[config.mk]
export PLATFORM = sky130hd
export DESIGN_NAME = mc_control_fsm_flat
export DESIGN_NICKNAME = d
export VERILOG_FILES = /design/src/rtl/mc_control_if.sv /design/src/rtl/mc_control_fsm.sv /design/src/flat_wrapper.sv
export SDC_FILE = /design/constraint.sdc
export NUM_CORES = 1
export LEC_CHECK = 0
export ABC_AREA = 0
export BUFFER_PORTS_ARGS = -buffer_cell sky130_fd_sc_hd__buf_2
export CORE_UTILIZATION = 30
export CTS_BUF_LIST = sky130_fd_sc_hd__clkbuf_2 sky130_fd_sc_hd__clkbuf_4 sky130_fd_sc_hd__clkbuf_8
export CTS_CLUSTER_DIAMETER = 50
export DETAILED_ROUTE_END_ITERATION = 8
export GPL_ROUTABILITY_DRIVEN = 0
export GPL_TIMING_DRIVEN = 0
export PLACE_DENSITY = 0.64
export SYNTH_ARGS = -nofsm -noshare
export SYNTH_HDL_FRONTEND = slang
export SYNTH_SLANG_ARGS = --single-unit
[constraint.sdc]
create_clock -name clk -period 4.83 [get_ports clk]
set_clock_uncertainty 0.2 [all_clocks]
set_input_delay 1.449 -clock clk [delete_from_list [all_inputs] [get_ports clk]]
set_output_delay 1.449 -clock clk [all_outputs]
set_load 0.01 [all_outputs]
[src/rtl/mc_control_if.sv]
// Control bundle between the multicycle sequencer and the MIPS datapath.
// The master modport is the sequencer; the slave side is the datapath/IR/memory.
interface mc_control_if;
  logic [5:0] opcode;
  logic       mem_ready;
  logic       pc_write;
  logic       pc_write_cond;
  logic [1:0] pc_source;
  logic       i_or_d;
  logic       mem_read;
  logic       mem_write;
  logic       ir_write;
  logic       reg_dst;
  logic       mem_to_reg;
  logic       reg_write;
  logic       alu_src_a;
  logic [1:0] alu_src_b;
  logic [1:0] alu_op;
  logic       instr_done;
  logic       illegal_op;
  logic [3:0] state;

  modport master (
    input  opcode, mem_ready,
    output pc_write, pc_write_cond, pc_source, i_or_d, mem_read, mem_write,
           ir_write, reg_dst, mem_to_reg, reg_write, alu_src_a, alu_src_b,
           alu_op, instr_done, illegal_op, state
  );

  modport slave (
    output opcode, mem_ready,
    input  pc_write, pc_write_cond, pc_source, i_or_d, mem_read, mem_write,
           ir_write, reg_dst, mem_to_reg, reg_write, alu_src_a, alu_src_b,
           alu_op, instr_done, illegal_op, state
  );
endinterface

[src/rtl/mc_control_fsm.sv]
// Multicycle MIPS main control sequencer (Moore FSM with memory-ready stalls).
// Define ADDI_EN to add the addi execute/writeback path (states 10 and 11).
module mc_control_fsm (
  input  logic         clk,
  input  logic         rst_n,
  mc_control_if.master bus
);

  localparam logic [3:0] S_FETCH     = 4'd0;
  localparam logic [3:0] S_DECODE    = 4'd1;
  localparam logic [3:0] S_MEM_ADDR  = 4'd2;
  localparam logic [3:0] S_MEM_READ  = 4'd3;
  localparam logic [3:0] S_MEM_WB    = 4'd4;
  localparam logic [3:0] S_MEM_WRITE = 4'd5;
  localparam logic [3:0] S_R_EXEC    = 4'd6;
  localparam logic [3:0] S_R_WB      = 4'd7;
  localparam logic [3:0] S_BRANCH    = 4'd8;
  localparam logic [3:0] S_JUMP      = 4'd9;
`ifdef ADDI_EN
  localparam logic [3:0] S_ADDI_EXEC = 4'd10;
  localparam logic [3:0] S_ADDI_WB   = 4'd11;
  localparam logic [5:0] OP_ADDI     = 6'b001000;
`endif

  localparam logic [5:0] OP_RTYPE = 6'b000000;
  localparam logic [5:0] OP_J     = 6'b000010;
  localparam logic [5:0] OP_BEQ   = 6'b000100;
  localparam logic [5:0] OP_LW    = 6'b100011;
  localparam logic [5:0] OP_SW    = 6'b101011;

  logic [3:0] state_q;
  logic [3:0] state_d;
  logic [3:0] decode_state;
  logic       opcode_legal;

  always_comb begin
    opcode_legal = 1'b0;
    case (bus.opcode)
      OP_LW, OP_SW, OP_RTYPE, OP_BEQ, OP_J: opcode_legal = 1'b1;
`ifdef ADDI_EN
      OP_ADDI:                              opcode_legal = 1'b1;
`endif
      default:                              opcode_legal = 1'b0;
    endcase
  end

  always_comb begin
    state_d = S_FETCH;
    case (state_q)
      S_FETCH:     state_d = bus.mem_ready ? S_DECODE : S_FETCH;
      S_DECODE: begin
        case (bus.opcode)
          OP_LW, OP_SW: state_d = S_MEM_ADDR;
          OP_RTYPE:     state_d = S_R_EXEC;
          OP_BEQ:       state_d = S_BRANCH;
          OP_J:         state_d = S_JUMP;
`ifdef ADDI_EN
          OP_ADDI:      state_d = S_ADDI_EXEC;
`endif
          default:      state_d = S_FETCH;
        endcase
      end
      S_MEM_ADDR: begin
        if (bus.opcode == OP_LW)      state_d = S_MEM_READ;
        else if (bus.opcode == OP_SW) state_d = S_MEM_WRITE;
        else                          state_d = S_FETCH;
      end
      S_MEM_READ:  state_d = bus.mem_ready ? S_MEM_WB : S_MEM_READ;
      S_MEM_WRITE: state_d = bus.mem_ready ? S_FETCH : S_MEM_WRITE;
      S_R_EXEC:    state_d = S_R_WB;
`ifdef ADDI_EN
      S_ADDI_EXEC: state_d = S_ADDI_WB;
`endif
      default:     state_d = S_FETCH;
    endcase
  end

  // NOTE: sequential state uses non-blocking assignment so every flop samples pre-edge values.
  always_ff @(posedge clk) begin
    if (!rst_n) state_q <= S_FETCH;
    else        state_q <= state_d;
  end

  // While reset is held, outputs decode as FETCH regardless of the register.
  assign decode_state = rst_n ? state_q : S_FETCH;
  assign bus.state    = state_q;

  // NOTE: every output gets a default before the case so no latch is inferred.
  always_comb begin
    bus.pc_write      = 1'b0;
    bus.pc_write_cond = 1'b0;
    bus.pc_source     = 2'b00;
    bus.i_or_d        = 1'b0;
    bus.mem_read      = 1'b0;
    bus.mem_write     = 1'b0;
    bus.ir_write      = 1'b0;
    bus.reg_dst       = 1'b0;
    bus.mem_to_reg    = 1'b0;
    bus.reg_write     = 1'b0;
    bus.alu_src_a     = 1'b0;
    bus.alu_src_b     = 2'b00;
    bus.alu_op        = 2'b00;
    bus.instr_done    = 1'b0;
    bus.illegal_op    = 1'b0;
    case (decode_state)
      S_FETCH: begin
        bus.mem_read  = 1'b1;
        bus.alu_src_b = 2'b01;
        bus.ir_write  = bus.mem_ready & rst_n;
        bus.pc_write  = bus.mem_ready & rst_n;
      end
      S_DECODE: begin
        bus.alu_src_b  = 2'b11;
        bus.illegal_op = ~opcode_legal;
        bus.instr_done = ~opcode_legal;
      end
      S_MEM_ADDR: begin
        bus.alu_src_a = 1'b1;
        bus.alu_src_b = 2'b10;
      end
      S_MEM_READ: begin
        bus.mem_read = 1'b1;
        bus.i_or_d   = 1'b1;
      end
      S_MEM_WB: begin
        bus.reg_write  = 1'b1;
        bus.mem_to_reg = 1'b1;
        bus.instr_done = 1'b1;
      end
      S_MEM_WRITE: begin
        bus.mem_write  = 1'b1;
        bus.i_or_d     = 1'b1;
        bus.instr_done = bus.mem_ready;
      end
      S_R_EXEC: begin
        bus.alu_src_a = 1'b1;
        bus.alu_op    = 2'b10;
      end
      S_R_WB: begin
        bus.reg_write  = 1'b1;
        bus.reg_dst    = 1'b1;
        bus.instr_done = 1'b1;
      end
      S_BRANCH: begin
        bus.alu_src_a     = 1'b1;
        bus.alu_op        = 2'b01;
        bus.pc_write_cond = 1'b1;
        bus.pc_source     = 2'b01;
        bus.instr_done    = 1'b1;
      end
      S_JUMP: begin
        bus.pc_write   = 1'b1;
        bus.pc_source  = 2'b10;
        bus.instr_done = 1'b1;
      end
`ifdef ADDI_EN
      S_ADDI_EXEC: begin
        bus.alu_src_a = 1'b1;
        bus.alu_src_b = 2'b10;
      end
      S_ADDI_WB: begin
        bus.reg_write  = 1'b1;
        bus.instr_done = 1'b1;
      end
`endif
      default: ;
    endcase
  end

endmodule

[src/flat_wrapper.sv]
// flat-port wrapper written by rule: the top's interface ports become plain ports
module mc_control_fsm_flat 
  (clk, rst_n, bus_opcode, bus_mem_ready, bus_pc_write, bus_pc_write_cond, bus_pc_source, bus_i_or_d, bus_mem_read, bus_mem_write, bus_ir_write, bus_reg_dst, bus_mem_to_reg, bus_reg_write, bus_alu_src_a, bus_alu_src_b, bus_alu_op, bus_instr_done, bus_illegal_op, bus_state);
  mc_control_if bus_i ();
  input  logic clk;
  input  logic rst_n;
  input wire logic [$bits(bus_i.opcode)-1:0] bus_opcode;
  input wire logic [$bits(bus_i.mem_ready)-1:0] bus_mem_ready;
  output wire logic [$bits(bus_i.pc_write)-1:0] bus_pc_write;
  output wire logic [$bits(bus_i.pc_write_cond)-1:0] bus_pc_write_cond;
  output wire logic [$bits(bus_i.pc_source)-1:0] bus_pc_source;
  output wire logic [$bits(bus_i.i_or_d)-1:0] bus_i_or_d;
  output wire logic [$bits(bus_i.mem_read)-1:0] bus_mem_read;
  output wire logic [$bits(bus_i.mem_write)-1:0] bus_mem_write;
  output wire logic [$bits(bus_i.ir_write)-1:0] bus_ir_write;
  output wire logic [$bits(bus_i.reg_dst)-1:0] bus_reg_dst;
  output wire logic [$bits(bus_i.mem_to_reg)-1:0] bus_mem_to_reg;
  output wire logic [$bits(bus_i.reg_write)-1:0] bus_reg_write;
  output wire logic [$bits(bus_i.alu_src_a)-1:0] bus_alu_src_a;
  output wire logic [$bits(bus_i.alu_src_b)-1:0] bus_alu_src_b;
  output wire logic [$bits(bus_i.alu_op)-1:0] bus_alu_op;
  output wire logic [$bits(bus_i.instr_done)-1:0] bus_instr_done;
  output wire logic [$bits(bus_i.illegal_op)-1:0] bus_illegal_op;
  output wire logic [$bits(bus_i.state)-1:0] bus_state;
  assign bus_i.opcode = bus_opcode;
  assign bus_i.mem_ready = bus_mem_ready;
  assign bus_pc_write = bus_i.pc_write;
  assign bus_pc_write_cond = bus_i.pc_write_cond;
  assign bus_pc_source = bus_i.pc_source;
  assign bus_i_or_d = bus_i.i_or_d;
  assign bus_mem_read = bus_i.mem_read;
  assign bus_mem_write = bus_i.mem_write;
  assign bus_ir_write = bus_i.ir_write;
  assign bus_reg_dst = bus_i.reg_dst;
  assign bus_mem_to_reg = bus_i.mem_to_reg;
  assign bus_reg_write = bus_i.reg_write;
  assign bus_alu_src_a = bus_i.alu_src_a;
  assign bus_alu_src_b = bus_i.alu_src_b;
  assign bus_alu_op = bus_i.alu_op;
  assign bus_instr_done = bus_i.instr_done;
  assign bus_illegal_op = bus_i.illegal_op;
  assign bus_state = bus_i.state;
  mc_control_fsm u_core (.clk(clk), .rst_n(rst_n), .bus(bus_i));
endmodule
== Word-level counts from Yosys, hierarchy flattened ==
Cells that the tools add are included.
Word-level totals
  input port bits: 9
  register bits after elaboration: 4
  word-level logic and storage cells: 55
  output and inout bits: 22
Operators by class
  bitwise gates (word level): 2
  multiplexer cells: 24
  reductions and logical operators: 10
  equal/unequal tests: 18
Operators by type and width (count)
  $eq A4 B3 Y1 const B: 6
  $pmux W4 S6: 1
  $eq A4 B2 Y1 const B: 4
  $pmux W4 S4: 1
  $eq A6 B6 Y1 const B: 2
  $mux W1: 12
  $mux W3: 3
  $eq A4 B1 Y1 const B: 2
  $eq A4 B4 Y1 const B: 2
  $logic_not A4 Y1: 2
  $mux W4: 2
  $pmux W2 S2: 2
  $reduce_or A2 Y1: 4
  $eq A6 B2 Y1 const B: 1
  $eq A6 B3 Y1 const B: 1
  $logic_not A6 Y1: 1
  $pmux W2 S3: 1
  $reduce_or A5 Y1: 1
  $reduce_or A4 Y1: 1
  $pmux W1 S3: 1
  $reduce_or A3 Y1: 1
  $pmux W1 S2: 1
  $and A1 B1 Y1: 1
  $not A1 Y1: 1

== Logic depth before layout (Yosys ltp) ==
  depth after elaboration: 5
  gate-level depth with buffers: 5
  gate-level depth less buffers: 4

== Least setup slack after synthesis ==
Ideal clock, no wire load.
  path kind: input to output
  start: input bus_opcode[5]
  end: output bus_instr_done
  cell stages on the path: 4
  path buffers: 0
  required time: 3181 ps
  path slack: 988 ps
  arrival: 2193 ps
  cells stage by stage: nor3_1 > a22oi_1 > o211a_1 > a21o_1
Between the ends
  longest elaborated chain between the ends: 5
  elaborated cells between the ends (all ways): 9
  those cells by class: eq/ne: 4; mux: 2; bitwise: 1; reduce/logical: 2
RTL lines
  start: declaration: RTL line flat_wrapper.sv:7  | input wire logic [$bits(bus_i.opcode)-1:0] bus_opcode;
  $eq A6 B3 Y1, or another cell as far along: RTL line mc_control_fsm.sv:38  | case (bus.opcode)
  $reduce_or A5 Y1 *: RTL line mc_control_fsm.sv:38
  $mux W1 *: RTL line mc_control_fsm.sv:38
  $not A1 Y1 *: RTL line mc_control_fsm.sv:115  | bus.instr_done = ~opcode_legal;
  $pmux W1 S3 *: RTL line mc_control_fsm.sv:105  | case (decode_state)
  end: declaration: RTL line flat_wrapper.sv:22  | output wire logic [$bits(bus_i.instr_done)-1:0] bus_instr_done;
Mark *: on every way between the ends. The rest lies on a longest branch, timed or not.

== Final worst setup path ==
Ends and elaborated chain as after synthesis.

==> impl_metrics.py <==
metrics = {
    "cts": {
        "hold_buffers": 0,
        "clk_latency_ns": 0.23,
        "cts_buffer_depth": 2,
        "cts_max_level": 1,
        "post_cts_resized": 0,
        "numCtsBuffers": 3,
        "clkTransAtPathRegs_ns": 0.04,
        "cts_tree": "built",
        "clockRootBuffer": "clkbuf_4",
        "cts.sinks": 4,
        "post_cts_buffers": 0,
    },
    "synthesis": {
        "synth_nets": 86,
        "async_reset_ff_frac": 0,
        "avgSynthCellArea_um2": 7.05,
        "yosys_warnings": 0,
        "synth_seq_cells": 4,
        "ys_seq_area_frac": 0.147,
        "synth_area_um2": 543,
        "synth-edff-count": 0,
        "synthCells": 77,
        "synthFlopType": "dfxtp_1",
        "synth.distinct_cells": 32,
    },
    "pwr": {
        "leakagePower_nw": 0.380,
        "netSwitchingFraction": 0.323,
        "pwr_density_cell_nw_per_um2": 155,
        "total_power_uw": 116,
        "clkPwrFrac": 0.353,
        "peakVddDrop_v": 0.000118,
        "switchingPower_uw": 37.5,
        "power.share.combinational": 0.345,
        "seqPwrFrac": 0.302,
        "p_int_uw": 78.5,
    },
    "global_routing": {
        "grt_pass1_vias": 587,
        "antenna_found_initial": 0,
        "grt_pass1_wl_um": 2480,
        "track_usage": 0.167,
        "overflow": 0,
        "grt_max_degree": 11,
    },
    "setup_path": {
        "crit_type": "input port to output pin",
        "cp_max_fo": 3,
        "critPathLaunchType": "input port",
        "cp.required_ns": 3.18,
        "cp-end-kind": "output pin",
        "r2r-start": "u_core.bus.state[3]",
        "crit_path_start": "bus_opcode[5]",
        "arrival_ns": 2.48,
    },
    "finish": {
        "largest_register_ffs": 4,
        "fin_nets": 121,
        "drive_gt1_frac": 0.409,
        "antenna_cells": 0,
        "mostFrequentLayoutCell": "buf_2",
        "areaGrowthSynthToFinish_pct": 37.6,
        "final_cell_mix": "buf_2, nor2_1, nand2b_1",
    },
    "flow_run": {
        "cap_violations": 0,
    },
    "die": {
        "dieWidth_um": 44.5,
        "fp.dieH_um": 44.5,
        "num_rows": 15,
        "start_util": 0.318,
        "dieArea_um2": 1980,
        "core_um2": 1710,
        "ioPinCount": 31,
    },
    "placement": {
        "portBuffers": 30,
        "pre_cts_ws_ns": 0.702,
        "dp_hpwl_um": 1200,
    },
    "outcome": {
        "status": "finished clean",
    },
    "timing": {
        "slew_violations": 0,
        "final_hold_viol_count": 0,
        "rsz0062_at_grt": "no",
        "layout_setup_ws_ns": 0.699,
        "worst_slew_pin_slew_ns": 0.317,
        "max_freq_mhz": 242,
        "final.setup.tns_ns": 0,
        "timing.max_slew.rel_slack": 0.788,
        "setup-violations-final": 0,
        "fin_crit_sh": 0.855,
        "min_period_ns": 4.13,
    },
    "drt": {
        "drtAntennaViolNets": 0,
        "post_drt_wl_per_cell_um": 11.5,
        "wl_um": 1550,
        "vias": 674,
        "first_pass_iters": 4,
        "drc": 0,
        "drt-initial-drc-count": 7,
        "avgViaCountPerCell": 4.99,
    },
    "worst_hold_path": {
        "hp-class": "register to register",
        "min_from": "u_core.bus.state[1]",
    },
}
-- per-layer routing --
layer / GRT usage / up-vias / share of wire
met1: 0.220 / 306 / 0.49
met4: 0.0303 / 0 / 0
li1: - / 345 / -
met5: 0 / - / 0
met3: 0.0408 / 0 / 0.046
met2: 0.276 / 23 / 0.46
-- power by group through the flow --
stage | clock network, mW | registers (mW) | logic (mW)
2_1_floorplan | 0 | 0.0362 | 0.0235
3_3_place_gp | 0 | 0.0356 | 0.0389
3_5_place_dp | 0 | 0.0356 | 0.0393
4_1_cts | 0.0430 | 0.0351 | 0.0394
5_1_grt | 0.0478 | 0.0353 | 0.0434
6_report | 0.0410 | 0.0351 | 0.0400
-- cells in the mapped netlist, types with 2 or more instances --
| cell type | number | area share |
|---|---|---|
| a21o_1 | 2 | 0.028 |
| a21oi_1 | 3 | 0.028 |
| a31oi_1 | 2 | 0.023 |
| and2_1 | 3 | 0.035 |
| buf_2 | 2 | 0.018 |
| buf_4 | 3 | 0.041 |
| dfxtp_1 | 4 | 0.15 |
| inv_1 | 4 | 0.028 |
| nand2_1 | 5 | 0.035 |
| nand2b_1 | 6 | 0.069 |
| nand3_1 | 2 | 0.018 |
| nand4_1 | 2 | 0.023 |
| nor2_1 | 11 | 0.076 |
| nor3_1 | 5 | 0.046 |
| o22a_1 | 2 | 0.032 |
| or2_1 | 2 | 0.023 |
| or2_2 | 2 | 0.023 |
| xnor2_1 | 3 | 0.048 |
-- path summary, 6_finish.rpt --
path | to | slack [ns] | cells after the start
max | bus_instr_done | 0.70 | 6
min | u_core.bus.state[2] | 0.49 | 3
max reg2reg | u_core.bus.state[1] | 3.27 | 5
min reg2reg | u_core.bus.state[2] | 0.49 | 3
-- stage by stage --
| stage | cell area [um2] | hold WS (ns) | util | std cells |
|---|---|---|---|---|
| floorplan | 543 | 0.478 | - | 77 |
| global placement | 724 | 0.479 | 0.424 | 132 |
| detailed placement | 724 | 0.476 | 0.424 | 132 |
| CTS | 747 | 0.486 | 0.437 | 135 |
| global route | 747 | 0.532 | 0.437 | 135 |
| finish | 747 | 0.490 | 0.437 | 135 |
-- cell families (layout without fill, tap and decap cells) --
logic type | count (synthesis) | after routing | share of synthesized area
AND/OR/NAND/NOR | 43 | 43 | 0.447
AO/OA/AOI/OAI | 17 | 17 | 0.242
buffers and inverters | 9 | 42 | 0.0875
flip-flops | 4 | 4 | 0.147
XOR/XNOR | 3 | 3 | 0.0484
multiplexers | 1 | 1 | 0.0276
-- critical path, cell delays in order --
cell and delay (ns):
buf_2 0.12, nor3_1 0.26, a22oi_1 0.13, o211a_1 0.23
a21o_1 0.16, buf_2 0.13
-- area by class of cell --
class | instances | area [um2]
timing repair buffer | 30 | 150
tap | 25 | 31.3
buffer | 5 | 32.5
inverter | 4 | 15.0
fill | 179 | 961
sequential | 4 | 80.1
clock buffer | 3 | 22.5
multi-input combinational | 64 | 415
(Power assumes the default switching activity.)
